File: src/rtl/npc_pkg.sv
// Shared types and constants for the next-PC unit and its BTB.
// PC values are word addresses (byte address >> 2).
package npc_pkg;

   localparam int PC_W = 30;
   localparam logic [PC_W-1:0] RESET_PC = 30'h0C0D;
   localparam logic [PC_W-1:0] EXC_PC   = 30'h0;

   typedef enum logic [1:0] {
      SNT = 2'b00,
      WNT = 2'b01,
      WT  = 2'b10,
      ST  = 2'b11
   } ctr_e;

   typedef struct packed {
      logic            valid;
      logic [PC_W-1:0] tag;
      logic [1:0]      ctr;
      logic [PC_W-1:0] target;
   } btb_entry_t;

   function automatic logic [1:0] ctr_next(
      input logic [1:0] c,
      input logic       up
   );
      if (up)
         return (c == ST) ? ST : c + 2'd1;
      return (c == SNT) ? SNT : c - 2'd1;
   endfunction

endpackage

File: src/rtl/bpu_npc_if.sv
// Fetch-side bundle of the next-PC unit: EX resolutions,
// redirects, fetch PC/prediction, flush and perf counters.
interface bpu_npc_if;
   import npc_pkg::*;

   logic            stall;
   logic [PC_W-1:0] if_pc;
   logic            pred_taken;
   logic [PC_W-1:0] pred_target;
   logic            ex_valid;
   logic [PC_W-1:0] ex_pc;
   logic            ex_taken;
   logic [PC_W-1:0] ex_target;
   logic            ex_pred_taken;
   logic [PC_W-1:0] ex_pred_target;
   logic            jump_valid;
   logic [PC_W-1:0] jump_target;
   logic            exc_valid;
   logic [PC_W-1:0] exc_target;
   logic            flush;
   logic [31:0]     perf_lookups;
   logic [31:0]     perf_mispred;

   modport slave (
      input  stall, ex_valid, ex_pc, ex_taken, ex_target,
      input  ex_pred_taken, ex_pred_target,
      input  jump_valid, jump_target, exc_valid, exc_target,
      output if_pc, pred_taken, pred_target, flush,
      output perf_lookups, perf_mispred
   );

   modport master (
      output stall, ex_valid, ex_pc, ex_taken, ex_target,
      output ex_pred_taken, ex_pred_target,
      output jump_valid, jump_target, exc_valid, exc_target,
      input  if_pc, pred_taken, pred_target, flush,
      input  perf_lookups, perf_mispred
   );

endinterface

File: src/rtl/bpu_npc_btb.sv
// Fully-associative BTB: comb. lookup, counter update and
// allocation (first invalid entry, else round-robin pointer).
module btb_table
   import npc_pkg::*;
#(
   parameter int ENTRIES = 16,
   localparam int PTR_W = $clog2(ENTRIES)
) (
   input  logic            clk,
   input  logic            rst,
   input  logic [PC_W-1:0] lk_pc_i,
   output logic            lk_hit_o,
   output logic            lk_taken_o,
   output logic [PC_W-1:0] lk_target_o,
   input  logic            upd_valid_i,
   input  logic [PC_W-1:0] upd_pc_i,
   input  logic            upd_taken_i,
   input  logic [PC_W-1:0] upd_target_i
);

   btb_entry_t      btb_q [ENTRIES];
   btb_entry_t      btb_d [ENTRIES];
   logic [PTR_W-1:0] ptr_q, ptr_d;
   logic             upd_hit, free_found;
   logic [PTR_W-1:0] upd_idx, free_idx, alloc_idx;

   always_comb begin
      lk_hit_o    = 1'b0;
      lk_taken_o  = 1'b0;
      lk_target_o = '0;
      for (int i = 0; i < ENTRIES; i++)
         if (btb_q[i].valid && btb_q[i].tag == lk_pc_i) begin
            lk_hit_o    = 1'b1;
            lk_taken_o  = btb_q[i].ctr[1];
            lk_target_o = btb_q[i].target;
         end
   end

   // descending scan so the lowest free index wins
   always_comb begin
      upd_hit    = 1'b0;
      upd_idx    = '0;
      free_found = 1'b0;
      free_idx   = '0;
      for (int i = 0; i < ENTRIES; i++)
         if (btb_q[i].valid && btb_q[i].tag == upd_pc_i) begin
            upd_hit = 1'b1;
            upd_idx = PTR_W'(i);
         end
      for (int i = ENTRIES - 1; i >= 0; i--)
         if (!btb_q[i].valid) begin
            free_found = 1'b1;
            free_idx   = PTR_W'(i);
         end
   end

   assign alloc_idx = free_found ? free_idx : ptr_q;

   always_comb begin
      btb_d = btb_q;
      ptr_d = ptr_q;
      if (upd_valid_i && upd_hit) begin
         btb_d[upd_idx].ctr = ctr_next(btb_q[upd_idx].ctr, upd_taken_i);
         if (upd_taken_i)
            btb_d[upd_idx].target = upd_target_i;
      end else if (upd_valid_i && upd_taken_i) begin
         btb_d[alloc_idx] = '{valid: 1'b1, tag: upd_pc_i,
                              ctr: WT, target: upd_target_i};
         ptr_d = (ptr_q == PTR_W'(ENTRIES - 1)) ? '0
                                                 : ptr_q + PTR_W'(1);
      end
   end

   always_ff @(posedge clk or negedge rst) begin
      if (!rst) begin
         for (int i = 0; i < ENTRIES; i++)
            btb_q[i] <= '{valid: 1'b0, tag: '0, ctr: WNT, target: '0};
         ptr_q <= '0;
      end else begin
         btb_q <= btb_d;
         ptr_q <= ptr_d;
      end
   end

endmodule

File: src/rtl/bpu_npc.sv
// Next-PC unit: fetch PC register, redirect mux, flush, BTB.
// Define BPU_PERF_EN to build the hit/mispredict counters.
module bpu_npc
   import npc_pkg::*;
#(
   parameter int              ENTRIES  = 16,
   parameter logic [PC_W-1:0] RESET_PC = npc_pkg::RESET_PC
) (
   input logic       clk,
   input logic       rst,
   bpu_npc_if.slave  bus
);

   logic [PC_W-1:0] pc_q, pc_d;
   logic [PC_W-1:0] seq_pc, fix_pc, btb_tgt, pred_tgt;
   logic            hit, btb_taken, mispred;

   btb_table #(.ENTRIES(ENTRIES)) u_btb (
      .clk          (clk),
      .rst          (rst),
      .lk_pc_i      (pc_q),
      .lk_hit_o     (hit),
      .lk_taken_o   (btb_taken),
      .lk_target_o  (btb_tgt),
      .upd_valid_i  (bus.ex_valid),
      .upd_pc_i     (bus.ex_pc),
      .upd_taken_i  (bus.ex_taken),
      .upd_target_i (bus.ex_target)
   );

   assign seq_pc   = pc_q + PC_W'(1);
   assign pred_tgt = hit ? btb_tgt : seq_pc;

   assign mispred = bus.ex_valid &
                    ((bus.ex_taken != bus.ex_pred_taken) |
                     (bus.ex_taken &
                      (bus.ex_target != bus.ex_pred_target)));
   assign fix_pc  = bus.ex_taken ? bus.ex_target
                                 : bus.ex_pc + PC_W'(1);

   // redirects load even under stall; stall only holds pred/seq
   always_comb begin
      pc_d = pc_q;
      if (bus.exc_valid)
         pc_d = bus.exc_target;
      else if (mispred)
         pc_d = fix_pc;
      else if (bus.jump_valid)
         pc_d = bus.jump_target;
      else if (!bus.stall)
         pc_d = (hit && btb_taken) ? btb_tgt : seq_pc;
   end

   always_ff @(posedge clk or negedge rst) begin
      if (!rst)
         pc_q <= RESET_PC;
      else
         pc_q <= pc_d;
   end

   assign bus.if_pc       = pc_q;
   assign bus.pred_taken  = hit & btb_taken;
   assign bus.pred_target = pred_tgt;
   assign bus.flush       = bus.exc_valid | mispred | bus.jump_valid;

`ifdef BPU_PERF_EN
   logic [31:0] lookups_q, mispred_q;

   always_ff @(posedge clk or negedge rst) begin
      if (!rst) begin
         lookups_q <= '0;
         mispred_q <= '0;
      end else begin
         if (hit && !bus.stall)
            lookups_q <= lookups_q + 32'd1;
         if (mispred)
            mispred_q <= mispred_q + 32'd1;
      end
   end

   assign bus.perf_lookups = lookups_q;
   assign bus.perf_mispred = mispred_q;
`else
   assign bus.perf_lookups = '0;
   assign bus.perf_mispred = '0;
`endif

endmodule
File: src/flat_wrapper.sv
// flat-port wrapper written by rule: the top's interface ports become plain ports
module bpu_npc_flat import npc_pkg::*;
#(
   parameter int              ENTRIES  = 16,
   parameter logic [PC_W-1:0] RESET_PC = npc_pkg::RESET_PC
)
  (clk, rst, bus_stall, bus_ex_valid, bus_ex_pc, bus_ex_taken, bus_ex_target, bus_ex_pred_taken, bus_ex_pred_target, bus_jump_valid, bus_jump_target, bus_exc_valid, bus_exc_target, bus_if_pc, bus_pred_taken, bus_pred_target, bus_flush, bus_perf_lookups, bus_perf_mispred);
  bpu_npc_if bus_i ();
  input logic clk;
  input logic rst;
  input wire logic [$bits(bus_i.stall)-1:0] bus_stall;
  input wire logic [$bits(bus_i.ex_valid)-1:0] bus_ex_valid;
  input wire logic [$bits(bus_i.ex_pc)-1:0] bus_ex_pc;
  input wire logic [$bits(bus_i.ex_taken)-1:0] bus_ex_taken;
  input wire logic [$bits(bus_i.ex_target)-1:0] bus_ex_target;
  input wire logic [$bits(bus_i.ex_pred_taken)-1:0] bus_ex_pred_taken;
  input wire logic [$bits(bus_i.ex_pred_target)-1:0] bus_ex_pred_target;
  input wire logic [$bits(bus_i.jump_valid)-1:0] bus_jump_valid;
  input wire logic [$bits(bus_i.jump_target)-1:0] bus_jump_target;
  input wire logic [$bits(bus_i.exc_valid)-1:0] bus_exc_valid;
  input wire logic [$bits(bus_i.exc_target)-1:0] bus_exc_target;
  output wire logic [$bits(bus_i.if_pc)-1:0] bus_if_pc;
  output wire logic [$bits(bus_i.pred_taken)-1:0] bus_pred_taken;
  output wire logic [$bits(bus_i.pred_target)-1:0] bus_pred_target;
  output wire logic [$bits(bus_i.flush)-1:0] bus_flush;
  output wire logic [$bits(bus_i.perf_lookups)-1:0] bus_perf_lookups;
  output wire logic [$bits(bus_i.perf_mispred)-1:0] bus_perf_mispred;
  assign bus_i.stall = bus_stall;
  assign bus_i.ex_valid = bus_ex_valid;
  assign bus_i.ex_pc = bus_ex_pc;
  assign bus_i.ex_taken = bus_ex_taken;
  assign bus_i.ex_target = bus_ex_target;
  assign bus_i.ex_pred_taken = bus_ex_pred_taken;
  assign bus_i.ex_pred_target = bus_ex_pred_target;
  assign bus_i.jump_valid = bus_jump_valid;
  assign bus_i.jump_target = bus_jump_target;
  assign bus_i.exc_valid = bus_exc_valid;
  assign bus_i.exc_target = bus_exc_target;
  assign bus_if_pc = bus_i.if_pc;
  assign bus_pred_taken = bus_i.pred_taken;
  assign bus_pred_target = bus_i.pred_target;
  assign bus_flush = bus_i.flush;
  assign bus_perf_lookups = bus_i.perf_lookups;
  assign bus_perf_mispred = bus_i.perf_mispred;
  bpu_npc #(.ENTRIES(ENTRIES), .RESET_PC(RESET_PC)) u_core (.clk(clk), .rst(rst), .bus(bus_i));
endmodule
File: config.mk
export PLATFORM = sky130hd
export DESIGN_NAME = bpu_npc_flat
export DESIGN_NICKNAME = d
export VERILOG_FILES = /design/src/rtl/npc_pkg.sv /design/src/rtl/bpu_npc_if.sv /design/src/rtl/bpu_npc_btb.sv /design/src/rtl/bpu_npc.sv /design/src/flat_wrapper.sv
export SDC_FILE = /design/constraint.sdc
export NUM_CORES = 2
export LEC_CHECK = 0
export CAP_MARGIN = 20
export CELL_PAD_IN_SITES_DETAIL_PLACEMENT = 2
export CELL_PAD_IN_SITES_GLOBAL_PLACEMENT = 2
export CORE_MARGIN = 4
export CORE_UTILIZATION = 40
export CTS_CLUSTER_SIZE = 28
export DETAILED_ROUTE_END_ITERATION = 8
export GPL_ROUTABILITY_DRIVEN = 0
export GPL_TIMING_DRIVEN = 1
export HOLD_SLACK_MARGIN = 0.12
export PLACE_DENSITY_LB_ADDON = 0.05
export SLEW_MARGIN = 20
export SYNTH_ARGS = -nofsm -noshare
export SYNTH_HDL_FRONTEND = slang
export SYNTH_HIERARCHICAL = 1
export SYNTH_SLANG_ARGS = --single-unit
File: constraint.sdc
create_clock -name clk -period 9 [get_ports clk]
set_input_delay 1.35 -clock clk [delete_from_list [all_inputs] [get_ports clk]]
set_output_delay 1.35 -clock clk [all_outputs]
set_load 0.01 [all_outputs]
==> metrics.md <==
| Metric | Value |
|---|---|
| First-pass GRT wire length | 413000 um |
| Synthesized area per cell | 10.7 sq um |
| Overall power | 20.6 mW |
| Post-route cell area | 70800 sq um |
| Non-Filler Instances | 8081 |
| Placed inst area | 66200 sq um |
| Crit path max fanout | 19 |
| Commonest cells in the synthesized netlist | 1021 x dfrtp_1, 945 x mux2_2, 752 x xnor2_1 |
| Residual DRC | 0 |
| Cell leakage power | 29.4 nW |
| Area Overhead vs Synth | 14.0% |
| Period Utilization, post-route | 94.4% |
| Die area | 162000 sq um |
| Share of cells above drive strength 1 | 26.9% |
| Hold WS | 0.464 ns |
| PnR worst setup slack | 0.506 ns |
| CTS Buf Count | 132 |
| Maximum vdd drop | 0.207 mV |
| Root Driver | clkbuf_16 |
| Crit start category | register |
| Top-count cell post-synth | dfrtp_1 |
| Initial Utilization | 40.2% |
| CP Capture Type | output pin |
| CORE AREA | 154000 sq um |
| Drt initial violations | 4925 |
| Worst slew pin tran | 1.21 ns |
| Post-DP HPWL | 199000 um |
| Final hold vios | 0 |
| RR Startpoint | u_core/bus.if_pc[4]$_DFFE_PN0P_ |
| Antenna violations before repair | 23 |
| Setup violators final | 0 |
| RSZ-0062 raised after global routing | no |
| Vias in the first global route | 53900 |
| R2r worst-path depth | 20 |
| Kind of critical path | register to output pin |
| Final ANT Viol Nets | 0 |
| Clock Path Buffers | 3 |
| Max Freq | 0.118 GHz |
| Via/cell ratio | 6.25 |
| Layout Nets | 6088 |
| Row count | 144 |
| Placed cells | 7836 |
| Worst slew margin | 19.1% |
| CP Capture Point | bus_pred_target[26] |
| Ys Warns | 6 |
| Power per cell area | 291 nW/um^2 |
| Post-synth EDFFs | 0 |
| Dpl ws | 1.30 ns |
| Final setup TNS | 0 ns |
| Input/output buffers | 219 |
| Die Y-Extent | 402 um |
| Final Util | 45.9% |
| CTS resizes | 0 |
| Largest net degree at the start of global routing | 159 |
| Drt total wl | 290000 um |
| Yosys cell types | 94 |
| Ranking of synthesized cells by area | dfrtp_1 41%, mux2_2 17%, xnor2_1 11% |
| Wirelength per Cell | 35.9 um |
| Crit path time final | 8.49 ns |
| Vias | 50500 |
| Sequential area share after synthesis | 42.1% |
| CTS H-tree depth | 4 |
| Required time worst endpoint | 7.65 ns |
| HP Class | register to register |
| Worst reg2reg endpoint | u_core/bus.if_pc[10]$_DFFE_PN1P_ |
| Mapped Area | 62100 sq um |
| Post-synth top area share | 41.2% |
| Ports | 284 |
| Number of synthesized register bits | 1042 |
| Hold-fix buffers, CTS | 0 |
| CP startpoint | u_core/bus.if_pc[4]$_DFFE_PN0P_ |
| Sink Count | 1042 |
| Clk_skew | 0.0566 ns |
| GR Util All Layers | 35.0% |
| Detailed Routing Iterations Pass 1 | 6 |
| R2R setup slack | 1.96 ns |
| Clock slew seen by the registers of the worst setup and hold paths | 0.06 ns |
| Total gr overflow | 0 |
| Clock Latency Late Sink | 0.78 ns |
| CTS tree | done |
| Status | complete, no violations |
| Slew Viols, Final | 0 |
| Area leader, netlist | dfrtp_1 |
| Main flop type after synthesis | dfrtp_1 |
| Mapped Cells | 5807 |
| Post-synth ARST share | 100% |
| MaxCap Viol Count | 0 |
| Setup bufs post-CTS | 0 |
| Chip Width | 402 um |
| CP arrival | 7.14 ns |
[state kept, by name, indices dropped and copies added (netlist names)]
signal	count
u_core/u_btb/btb_q	1008
u_core/u_btb/ptr_q	4
u_core/bus.if_pc	30
[layout by cell type, fill, tap and decap left out, drive strengths merged, types with 21 or more instances in the layout]
cell type,synthesis,final
nor4,139,139
a21o,34,34
mux2i,119,119
or3,22,22
and2,23,23
o221ai,36,36
buf,232,278
clkbuf,308,187
nor3,38,38
dfrtp,1021,1021
dfstp,21,21
mux2,953,953
nor2,185,185
nand3,154,154
o221a,31,31
or2,22,22
clkdlybuf4s50,0,185
xor2,284,284
nand2,371,371
o21ai,209,209
conb,1,64
clkinv,2,29
o2111ai,33,33
nand4,342,342
or4,22,22
a21oi,133,133
xnor2,756,756
inv,68,74
[power breakdown]
group | switching (mW) | internal, mW
Clock | 2.30 | 3.29
Sequential | 2.02 | 6.49
Combinational | 3.24 | 3.24
[worst max-delay path, cell delays in order, from the launching register on]
cell,delay (ns)
dfrtp_2,0.93
buf_4,0.49
xor2_1,0.12
nor4_1,0.60
nand4_1,0.22
nor4_2,0.53
buf_4,0.38
buf_4,0.37
nand2_1,0.11
a21oi_1,0.14
o21ai_0,0.10
a21oi_1,0.23
o31ai_1,0.11
a221o_1,0.41
a41oi_1,0.73
nor2_1,0.09
a21oi_1,0.17
clkdlybuf4s50_1,0.57
[per-layer routing]
metal	routed length [um]	part of all wire, %	GRT usage [%]
met5	0	0	0
met3	20800	7.2	5.64
met1	130000	45	50.4
met2	126000	44	53.0
met4	12400	4.3	13.1
[worst min path at each step]
stage	start	to	depth (start not counted)
5_1_grt	u_core/u_btb/btb_q[776]$_DFFE_PN0P_	u_core/u_btb/btb_q[776]$_DFFE_PN0P_	2
3_5_place_dp	u_core/u_btb/btb_q[776]$_DFFE_PN0P_	u_core/u_btb/btb_q[776]$_DFFE_PN0P_	2
4_1_cts	u_core/u_btb/btb_q[780]$_DFFE_PN0P_	u_core/u_btb/btb_q[780]$_DFFE_PN0P_	2
2_1_floorplan	u_core/u_btb/btb_q[756]$_DFFE_PN0P_	u_core/u_btb/btb_q[756]$_DFFE_PN0P_	2
3_3_place_gp	u_core/u_btb/btb_q[767]$_DFFE_PN0P_	u_core/u_btb/btb_q[767]$_DFFE_PN0P_	2
6_report	u_core/u_btb/btb_q[760]$_DFFE_PN0P_	u_core/u_btb/btb_q[760]$_DFFE_PN0P_	2
[cell type report]
type / count / area, sq um
antenna: 7 / 17.5
fill: 15900 / 83500
sequential: 1042 / 26100
timing repair buffer: 463 / 4020
clock inverter: 50 / 683
clock buffer: 187 / 3830
tap: 2044 / 2560
multi-input combinational: 4218 / 33300
inverter: 70 / 263
[cell families (layout without fill, tap and decap cells)]
group	count (synthesis)	in the layout	share of synthesized area [%]
flops	1042	1042	42.1
simple gates	1419	1419	12.1
compound gates	618	618	6.58
mux	1072	1072	19.3
fa+ha+maj	5	5	0.101
other cells	1	71	0.00604
buf+inv	610	770	5.15
xor+xnor	1040	1040	14.7
(Power assumes the default switching activity.)
